<file path="config.mk">
export PLATFORM = sky130hd
export DESIGN_NAME = pll_lock_sequencer
export DESIGN_NICKNAME = d
export VERILOG_FILES = /design/src/rtl/pll_pkg.sv /design/src/rtl/pll_trim_stability.sv /design/src/rtl/pll_lock_sequencer.sv
export SDC_FILE = /design/constraint.sdc
export NUM_CORES = 1
export LEC_CHECK = 0
export BUFFER_PORTS_ARGS = -buffer_cell sky130_fd_sc_hd__buf_2
export CAP_MARGIN = 20
export CORE_MARGIN = 2
export CORE_UTILIZATION = 45
export DETAILED_ROUTE_END_ITERATION = 10
export PLACE_DENSITY = 0.72
export SLEW_MARGIN = 5
export SYNTH_ARGS = -nofsm -noshare
export SYNTH_HDL_FRONTEND = slang
export SYNTH_SLANG_ARGS = --single-unit
</file>
<file path="constraint.sdc">
create_clock -name osc -period 2.1 [get_ports osc]
set_input_delay 0.21 -clock osc [delete_from_list [all_inputs] [get_ports osc]]
set_output_delay 0.21 -clock osc [all_outputs]
set_load 0.05 [all_outputs]
</file>
<file path="src/rtl/pll_pkg.sv">
// pll_pkg: shared widths, default timing constants and sequencer state encoding
package pll_pkg;
    localparam int PLL_DIV_W = 5;
    localparam int PLL_TRIM_W = 26;
    localparam int DEF_STABLE_CYCLES = 5;
    localparam int DEF_MAX_WAIT_CYCLES = 50;
    localparam int DEF_SETTLE_CYCLES = 2;
    localparam int DEF_UNLOCK_CHANGES = 3;
    localparam int DEF_DIV_MIN = 2;
    typedef enum logic [2:0] {IDLE, SETTLE, TRACK, LOCKED, FAIL} pll_state_t;
endpackage

</file>
<file path="src/rtl/pll_trim_stability.sv">
// pll_trim_stability: watches the trim word, flagging lock-worthy stability in
// TRACK and excessive trim activity in LOCKED
module pll_trim_stability
    import pll_pkg::*;
#(
    parameter int STABLE_CYCLES = DEF_STABLE_CYCLES,
    parameter int UNLOCK_CHANGES = DEF_UNLOCK_CHANGES
) (
    input  logic                  osc,
    input  logic                  reset,
    input  logic                  load,
    input  logic                  track,
    input  logic                  lock,
    input  logic [PLL_TRIM_W-1:0] trim,
    output logic                  stable_hit,
    output logic                  unlock_hit
);
    localparam int SW = $clog2(STABLE_CYCLES + 1);
    localparam int UW = $clog2(UNLOCK_CHANGES + 1);
    logic [PLL_TRIM_W-1:0] prev_trim;
    logic [SW-1:0] stable_cnt;
    logic [UW-1:0] unlock_cnt;
    logic same, stable_full;
    // hits look at the post-sample count so the transition lands on this edge
    always_comb begin
        same = trim == prev_trim;
        stable_full = same && (int'(stable_cnt) + 1 >= STABLE_CYCLES);
        stable_hit = track && stable_full;
        unlock_hit = lock && !same && (int'(unlock_cnt) + 1 >= UNLOCK_CHANGES);
    end
    always_ff @(posedge osc) begin
        if (reset) begin
            prev_trim <= '0;
            stable_cnt <= '0;
            unlock_cnt <= '0;
        end else begin
            if (load || ((track || lock) && !same)) begin
                prev_trim <= trim;
                stable_cnt <= '0;
            end else if (track || lock) begin
                stable_cnt <= stable_full ? SW'(STABLE_CYCLES) : stable_cnt + 1'b1;
            end
            unlock_cnt <= (!lock || unlock_hit || stable_full) ? '0 :
                          !same ? unlock_cnt + 1'b1 : unlock_cnt;
        end
    end
endmodule

</file>
<file path="src/rtl/pll_lock_sequencer.sv">
// pll_lock_sequencer: digital_pll acquisition FSM with lock, timeout and unlock detection.
// Define PLL_SEQ_DCO_FALLBACK_EN to freeze the DCO open-loop on timeout.
module pll_lock_sequencer
    import pll_pkg::*;
#(
    parameter int STABLE_CYCLES = DEF_STABLE_CYCLES,
    parameter int MAX_WAIT_CYCLES = DEF_MAX_WAIT_CYCLES,
    parameter int SETTLE_CYCLES = DEF_SETTLE_CYCLES,
    parameter int UNLOCK_CHANGES = DEF_UNLOCK_CHANGES,
    parameter int DIV_MIN = DEF_DIV_MIN
) (
    input  logic                  osc,
    input  logic                  reset,
    input  logic                  req_valid,
    input  logic [PLL_DIV_W-1:0]  req_div,
    output logic                  req_ready,
    input  logic [PLL_TRIM_W-1:0] trim,
    output logic                  pll_enable,
    output logic [PLL_DIV_W-1:0]  pll_div,
    output logic                  pll_dco,
    output logic [PLL_TRIM_W-1:0] pll_ext_trim,
    output logic                  busy,
    output logic                  locked,
    output logic                  timeout,
    output logic                  req_err,
    output logic [7:0]            lock_cycles
);
    localparam int WW = $clog2(MAX_WAIT_CYCLES + 1);
    pll_state_t state, state_n;
    logic [WW-1:0] wait_cnt;
    logic accept, start, active, settle_done, expired, stable_hit, unlock_hit;
    pll_trim_stability #(
        .STABLE_CYCLES(STABLE_CYCLES),
        .UNLOCK_CHANGES(UNLOCK_CHANGES)
    ) u_stab (
        .osc(osc),
        .reset(reset),
        .load(settle_done),
        .track(state == TRACK),
        .lock(state == LOCKED),
        .trim(trim),
        .stable_hit(stable_hit),
        .unlock_hit(unlock_hit)
    );
    // the budget includes the accept cycle, so the final cycle sees MAX-2 elapsed
    always_comb begin
        req_ready = state == IDLE || state == LOCKED || state == FAIL;
        accept = req_valid && req_ready;
        start = accept && int'(req_div) >= DIV_MIN;
        active = state == SETTLE || state == TRACK;
        settle_done = state == SETTLE && int'(wait_cnt) >= SETTLE_CYCLES - 1;
        expired = active && int'(wait_cnt) >= MAX_WAIT_CYCLES - 2;
        state_n = state;
        if (start) state_n = SETTLE;
        else if (stable_hit) state_n = LOCKED;
        else if (expired) state_n = FAIL;
        else if (settle_done || unlock_hit) state_n = TRACK;
    end
    always_ff @(posedge osc) begin
        if (reset) begin
            state <= IDLE;
            wait_cnt <= '0;
            pll_enable <= 1'b0;
            pll_div <= PLL_DIV_W'(DIV_MIN);
            busy <= 1'b0;
            locked <= 1'b0;
            timeout <= 1'b0;
            req_err <= 1'b0;
            lock_cycles <= '0;
        end else begin
            state <= state_n;
            wait_cnt <= (start || unlock_hit) ? '0 : active ? wait_cnt + 1'b1 : wait_cnt;
            busy <= state_n == SETTLE || state_n == TRACK;
            locked <= state_n == LOCKED;
            timeout <= state_n == FAIL;
            req_err <= accept && !start;
            if (start) begin
                pll_enable <= 1'b1;
                pll_div <= req_div;
            end
            lock_cycles <= start ? '0 : (active && lock_cycles != 8'hff) ? lock_cycles + 1'b1 : lock_cycles;
        end
    end
`ifdef PLL_SEQ_DCO_FALLBACK_EN
    // trim is what prev_trim captures on the failing edge
    always_ff @(posedge osc) begin
        if (reset) begin
            pll_dco <= 1'b0;
            pll_ext_trim <= '0;
        end else if (start) begin
            pll_dco <= 1'b0;
        end else if (state_n == FAIL && state != FAIL) begin
            pll_dco <= 1'b1;
            pll_ext_trim <= trim;
        end
    end
`else
    assign pll_dco = 1'b0;
    assign pll_ext_trim = '0;
`endif
endmodule

</file>
# Yosys cells after proc, flatten, opt, wreduce, memory -nomap -nowiden

Index checks and enable logic that the tools add are counted.

Output and inout bits: 46
Bits in registers: 58
Bits of input ports: 34
Word-level logic and storage cells: 67

Add/sub/neg operators: 6
Equality and inequality tests: 10
Magnitude comparators: 5
Reductions and logical operators: 29
Mux-type cells: 5

Operators with widths:

| operator                                                            | number |
|---|---|
| greater-or-equal comparator 32 x 3 -> 1 bit (second input constant) | 1 |
| greater-or-equal comparator 32 x 4 -> 1 bit (second input constant) | 1 |
| == test 26 bit                                                      | 1 |
| two-way mux 3 bit                                                   | 5 |
| == test 3 x 2 -> 1 bit (second input constant)                      | 4 |
| logical AND 1 bit                                                   | 11 |
| logical OR 1 bit                                                    | 10 |
| adder 8 x 1 -> 8 bit (second input constant)                        | 1 |
| != test 8 bit (second input constant)                               | 1 |
| OR reduction 2 bit                                                  | 4 |
| adder 6 x 1 -> 6 bit (second input constant)                        | 1 |
| == test 3 x 1 -> 1 bit (second input constant)                      | 2 |
| == test 3 bit (second input constant)                               | 2 |
| greater-or-equal comparator 6 x 1 -> 1 bit (second input constant)  | 1 |
| greater-or-equal comparator 6 bit (second input constant)           | 1 |
| greater-or-equal comparator 5 x 2 -> 1 bit (second input constant)  | 1 |
| adder 3 x 1 -> 4 bit (second input constant)                        | 1 |
| adder 2 x 1 -> 3 bit (second input constant)                        | 1 |
| adder 3 x 1 -> 3 bit (second input constant)                        | 1 |
| zero test 1 bit                                                     | 3 |
| zero test 3 bit                                                     | 1 |
| adder 2 x 1 -> 2 bit (second input constant)                        | 1 |

# Longest topological paths before layout

Depth after elaboration: 11
Depth in mapped cells: 9
Gate-level depth less buffers: 8

# Cells and area by module

From an unflattened synthesis, not the netlist that was laid out.

Cells, all modules: 358
Area total of the unflattened synthesis: 3342.0 µm²

By module, submodules not included:

| module             | times used | area each (µm²) | cells an instance | sequential area each (µm²) |
|---|---|---|---|---|
| pll_trim_stability | 1          | 1864.3          | 194               | 620.6 |
| pll_lock_sequencer | 1          | 1477.7          | 164               | 540.5 |

# Worst setup path after synthesis

No wires, ideal clock.

Kind: flip-flop to flip-flop
Start: reg wait_cnt[1]
End: reg u_stab.prev_trim[0]
Cell stages (with the launch flop): 10
Setup time: 0.072 ns
Slack: 0.112 ns
Arrival time: 1.916 ns
Clock period less this slack: 1.988 ns
Required time: 2.028 ns
Buffers on the path: 2
Cells stage by stage: dfxtp_1 > inv_1 > ha_1 > or4b_1 > nor3_2 > or4b_4 > o21a_1 > buf_6 > buf_12 > mux2i_1

Word-level cells in the longest chain between the ends: 3

Ends and longest elaborated chain:

| what                                       | RTL line                 | RTL |
|---|---|---|
| start, declared                            | pll_lock_sequencer.sv:30 | `logic [WW-1:0] wait_cnt;` |
| start signal, assigned                     | pll_lock_sequencer.sv:72 | `wait_cnt <= (start \|\| unlock_hit) ? '0 : active ? wait_cnt + 1'b1 : wait_cnt;` |
| greater-or-equal comparator 6 x 1 -> 1 bit | pll_lock_sequencer.sv:51 | `settle_done = state == SETTLE && int'(wait_cnt) >= SETTLE_CYCLES - 1;` |
| logical AND 1 bit                          | pll_lock_sequencer.sv:51 |  |
| logical OR 1 bit                           | pll_trim_stability.sv:37 | `if (load \|\| ((track \|\| lock) && !same)) begin` |
| end signal, assigned                       | pll_trim_stability.sv:38 | `prev_trim <= trim;` |
| end, declared                              | pll_trim_stability.sv:20 | `logic [PLL_TRIM_W-1:0] prev_trim;` |

Every way passes these cells.
A chain may end at the register's enable or synchronous reset.

# Worst setup path in the final report

Start: reg wait_cnt[1]
End: reg u_stab.prev_trim[20]

The elaborated chain is that of the path after synthesis.

==> results.yml <==
critical_path:
  criticalPathCategory: "register to register"
  crit_arrival_ns: 2.27
  reg2reg_from: "wait_cnt[1]"
  crit_fanout: 6
  startpoint_type: "register"
  critPathMaxStageDelay_ns: 0.49
  rr_endpoint: "u_stab.prev_trim[20]"
  cp_slowest_cell: "or4b_4"
  cp-endpoint: "u_stab.prev_trim[20]"
  rr_worst_depth: 8
  cp-end-kind: "register"
  r2r_setup_slack_ns: 0.1
  crit_path_start: "wait_cnt[1]"
  required_ns: 2.37
  cpMostUsedCell: "or4b_4"
  crit_chain: "inv_1, ha_1, or4b_4, nor3_4, or4b_4, o21a_4, clkbuf_16, mux2i_1"
synth:
  synthXorXnorAreaFrac_pct: 9.71
  synth_area_leaders: "dfxtp_1 35%, nand2b_1 9.8%, xor2_1 8.7%"
  synth.cell_area_sq_mm: 0.00334
  ys.flop_type: "dfxtp_1"
  synth_fa_ha_area_share_pct: 3.00
  synthSimpleGateAreaFrac_pct: 24.2
  synth-compound-area-share_pct: 9.60
  yosysTopAreaCell: "dfxtp_1"
  synth.most_common_cell: "dfxtp_1"
  ys_seq_area_share_pct: 34.8
  netlist_top_cells_count: "58 x dfxtp_1, 52 x nand2b_1, 33 x xor2_1"
  yosysTopAreaCellShare_pct: 34.8
  ys_ff_latch: 58
  synthMuxAreaShare_pct: 8.40
  syn_inst: 357
  synth_cell_types: 56
  synth_edf_count: 0
  synth_top_family_by_area: "simple AND/OR/NAND/NOR gates"
  syn_area_per_cell_sq_um: 9.34
  synth-async-reset-ratio_pct: 0
  yosysWarnings: 0
layout:
  ff_latch_area_sq_mm: 0.00117
  drive_gt1_share_pct: 27.2
  final_cell_area_sq_mm: 0.00395
  multi_input_area_sq_mm: 0.00199
  syn_to_final_growth_pct: 18.4
  fin_nets: 465
  antennaDiodeCount: 0
  fillers: 686
sta:
  max_slew.worst_pin.slew_ns: 0.503
  skew_ns: 0.00809
  grt_setup_unrepaired: "yes"
  max-slew-margin-rel_pct: 66.2
  hold_viol_final: 0
  fmax_ghz: 0.500
  slew_viol_final: 0
  fin_crit_ns: 2.00
  setup_violations: 0
  fin_ws_ns: 0.0999
  period_share_pct: 95.2
floorplan:
  initial_utilization_pct: 46.2
  dieArea_sq_mm: 0.00812
  fp.dieH_microns: 90.1
  ioPinCount: 80
  row_count: 31
  core_area_sq_mm: 0.00721
  die_w_microns: 90.1
detailed_routing:
  route.detailed.drc: 0
  drt-total-wl_microns: 6510
  wl_per_cell_microns: 12.4
  drt_iter0_markers: 90
  vias: 2530
  ant_nets: 0
  vias_per_cell: 4.81
  first_pass_iters: 4
place:
  placed_cell_area_sq_mm: 0.00361
  portBuffers: 52
  gp_congestion: 0.769
  hpwl_microns: 4450
  dp_slack_ns: -0.00705
grt:
  grtUsageTotal_pct: 16.3
  grt_max_degree: 62
  grt-ovfl-total: 0
  grt_pass1_wl_microns: 10700
  antenna_found_initial: 0
  grt_pass1_vias: 2361
power_and_ir_drop:
  leakagePower_uw: 0.00183
  powerDensity_mw_per_mm2: 701
  power_uw: 2770
  vdd_drop_max_v: 0.000383
clock_network:
  cts_buffers: 9
  cts_hold_buffers: 0
  cts_root_buffer: "clkbuf_8"
  htree_levels: 3
  cts.sinks: 58
  cts_tree: "done"
  clockBufferDepth: 2
  clock_latency_ns: 0.34
  cts.clk_slew.worst_paths_ns: 0.06
min_path:
  hp-class: "input pin to register"
status:
  status: "complete, no violations"
run:
  drv_cap: 0
where the power goes:
| group | switching [uW] | internal [uW] | total, uW | leakage (uW) |
|---|---|---|---|---|
| sequential | 47.6 | 1160 | 1210 | 0.000472 |
| clock | 414 | 479 | 893 | 0.0000920 |
| combinational | 405 | 258 | 663 | 0.00126 |
registers in the layout, indices dropped and copies added (netlist names):
register and count:
req_err 1, u_stab.prev_trim 26, u_stab.unlock_cnt 2, pll_div 5
u_stab.stable_cnt 3, busy 1, lock_cycles 8, state 3
timeout 1, pll_enable 1, wait_cnt 6, locked 1
layer usage:
metal,vias up,GRT usage (%),wire length (microns)
met5,-,0,0
met4,0,5.77,76
met2,64,25.4,3080
met1,1181,20.0,2920
li1,1278,-,-
met3,7,7.29,442
placed cells by master, fill, tap and decap left out, types with 2 or more instances in the layout:
cell type	count
dfxtp_1	54
nand2b_1	52
buf_2	52
xor2_1	33
mux2i_1	28
conb_1	27
nor2_1	21
nand2_1	19
buf_4	14
clkbuf_8	11
a21oi_1	8
inv_1	7
ha_1	7
nand4_1	6
nor4_2	5
o21ai_0	5
nand3_1	4
xnor2_1	4
nor2b_1	4
dfxtp_2	4
a22o_1	3
or2_2	3
or3_1	3
and2_1	3
a211oi_1	3
clkinv_2	3
nor4_1	2
or4b_4	2
o21ai_1	2
a2111oi_4	2
nor3_1	2
and4_1	2
clkbuf_16	2
per-stage QoR:
stage | std cells | setup TNS, ns | utilization [%] | hold WS, ns
2_1_floorplan | 383 | 0 | - | 0.336
3_3_place_gp | 505 | 0 | 50.1 | 0.427
3_5_place_dp | 505 | -0.0128 | 50.1 | 0.434
4_1_cts | 523 | 0 | 53.2 | 0.0879
5_1_grt | 526 | -0.0568 | 54.8 | 0.0870
6_report | 526 | 0 | 54.8 | 0.0975
layout make-up:
cell class                 count  area share (%)
clock buffer                  12            3.93
clock inverter                 3           0.380
inverter                       7           0.665
multi-input combinational    276            50.4
sequential                    58            29.5
tap                           99            3.14
timing repair buffer          71            12.0
what timing repair did:
item	CTS	global route
resized for setup	2	14
setup endpoints to repair	7	40
gates cloned	1	2
pin swaps	2	6
buffers inserted	2	1
critical path: cells and delay by family (launching register included):
family          cells  cell delay [ns]
flops               1             0.32
fa+ha+maj           1             0.17
compound gates      1             0.21
mux                 1             0.19
simple gates        3             0.80
buf+inv             2             0.24
cell families (layout without fill, tap and decap cells):
logic type | count (synthesis) | count (layout)
mux | 28 | 28
fa+ha+maj | 8 | 8
compound gates | 39 | 39
xor+xnor | 37 | 37
other cells | 1 | 27
flops | 58 | 58
buf+inv | 49 | 93
simple gates | 137 | 137
worst min path at each step:
stage	from	to	slack, ns	depth (start not counted)
after floorplan	req_div[2]	pll_div[2]	0.34	1
after global placement	pll_div[1]	pll_div[1]	0.43	2
after detailed placement	pll_div[1]	pll_div[1]	0.43	2
after CTS	req_div[4]	pll_div[4]	0.09	2
after global routing	req_div[3]	pll_div[3]	0.09	2
final	req_div[4]	pll_div[4]	0.1	2
Power figures use the tool's default switching activity.
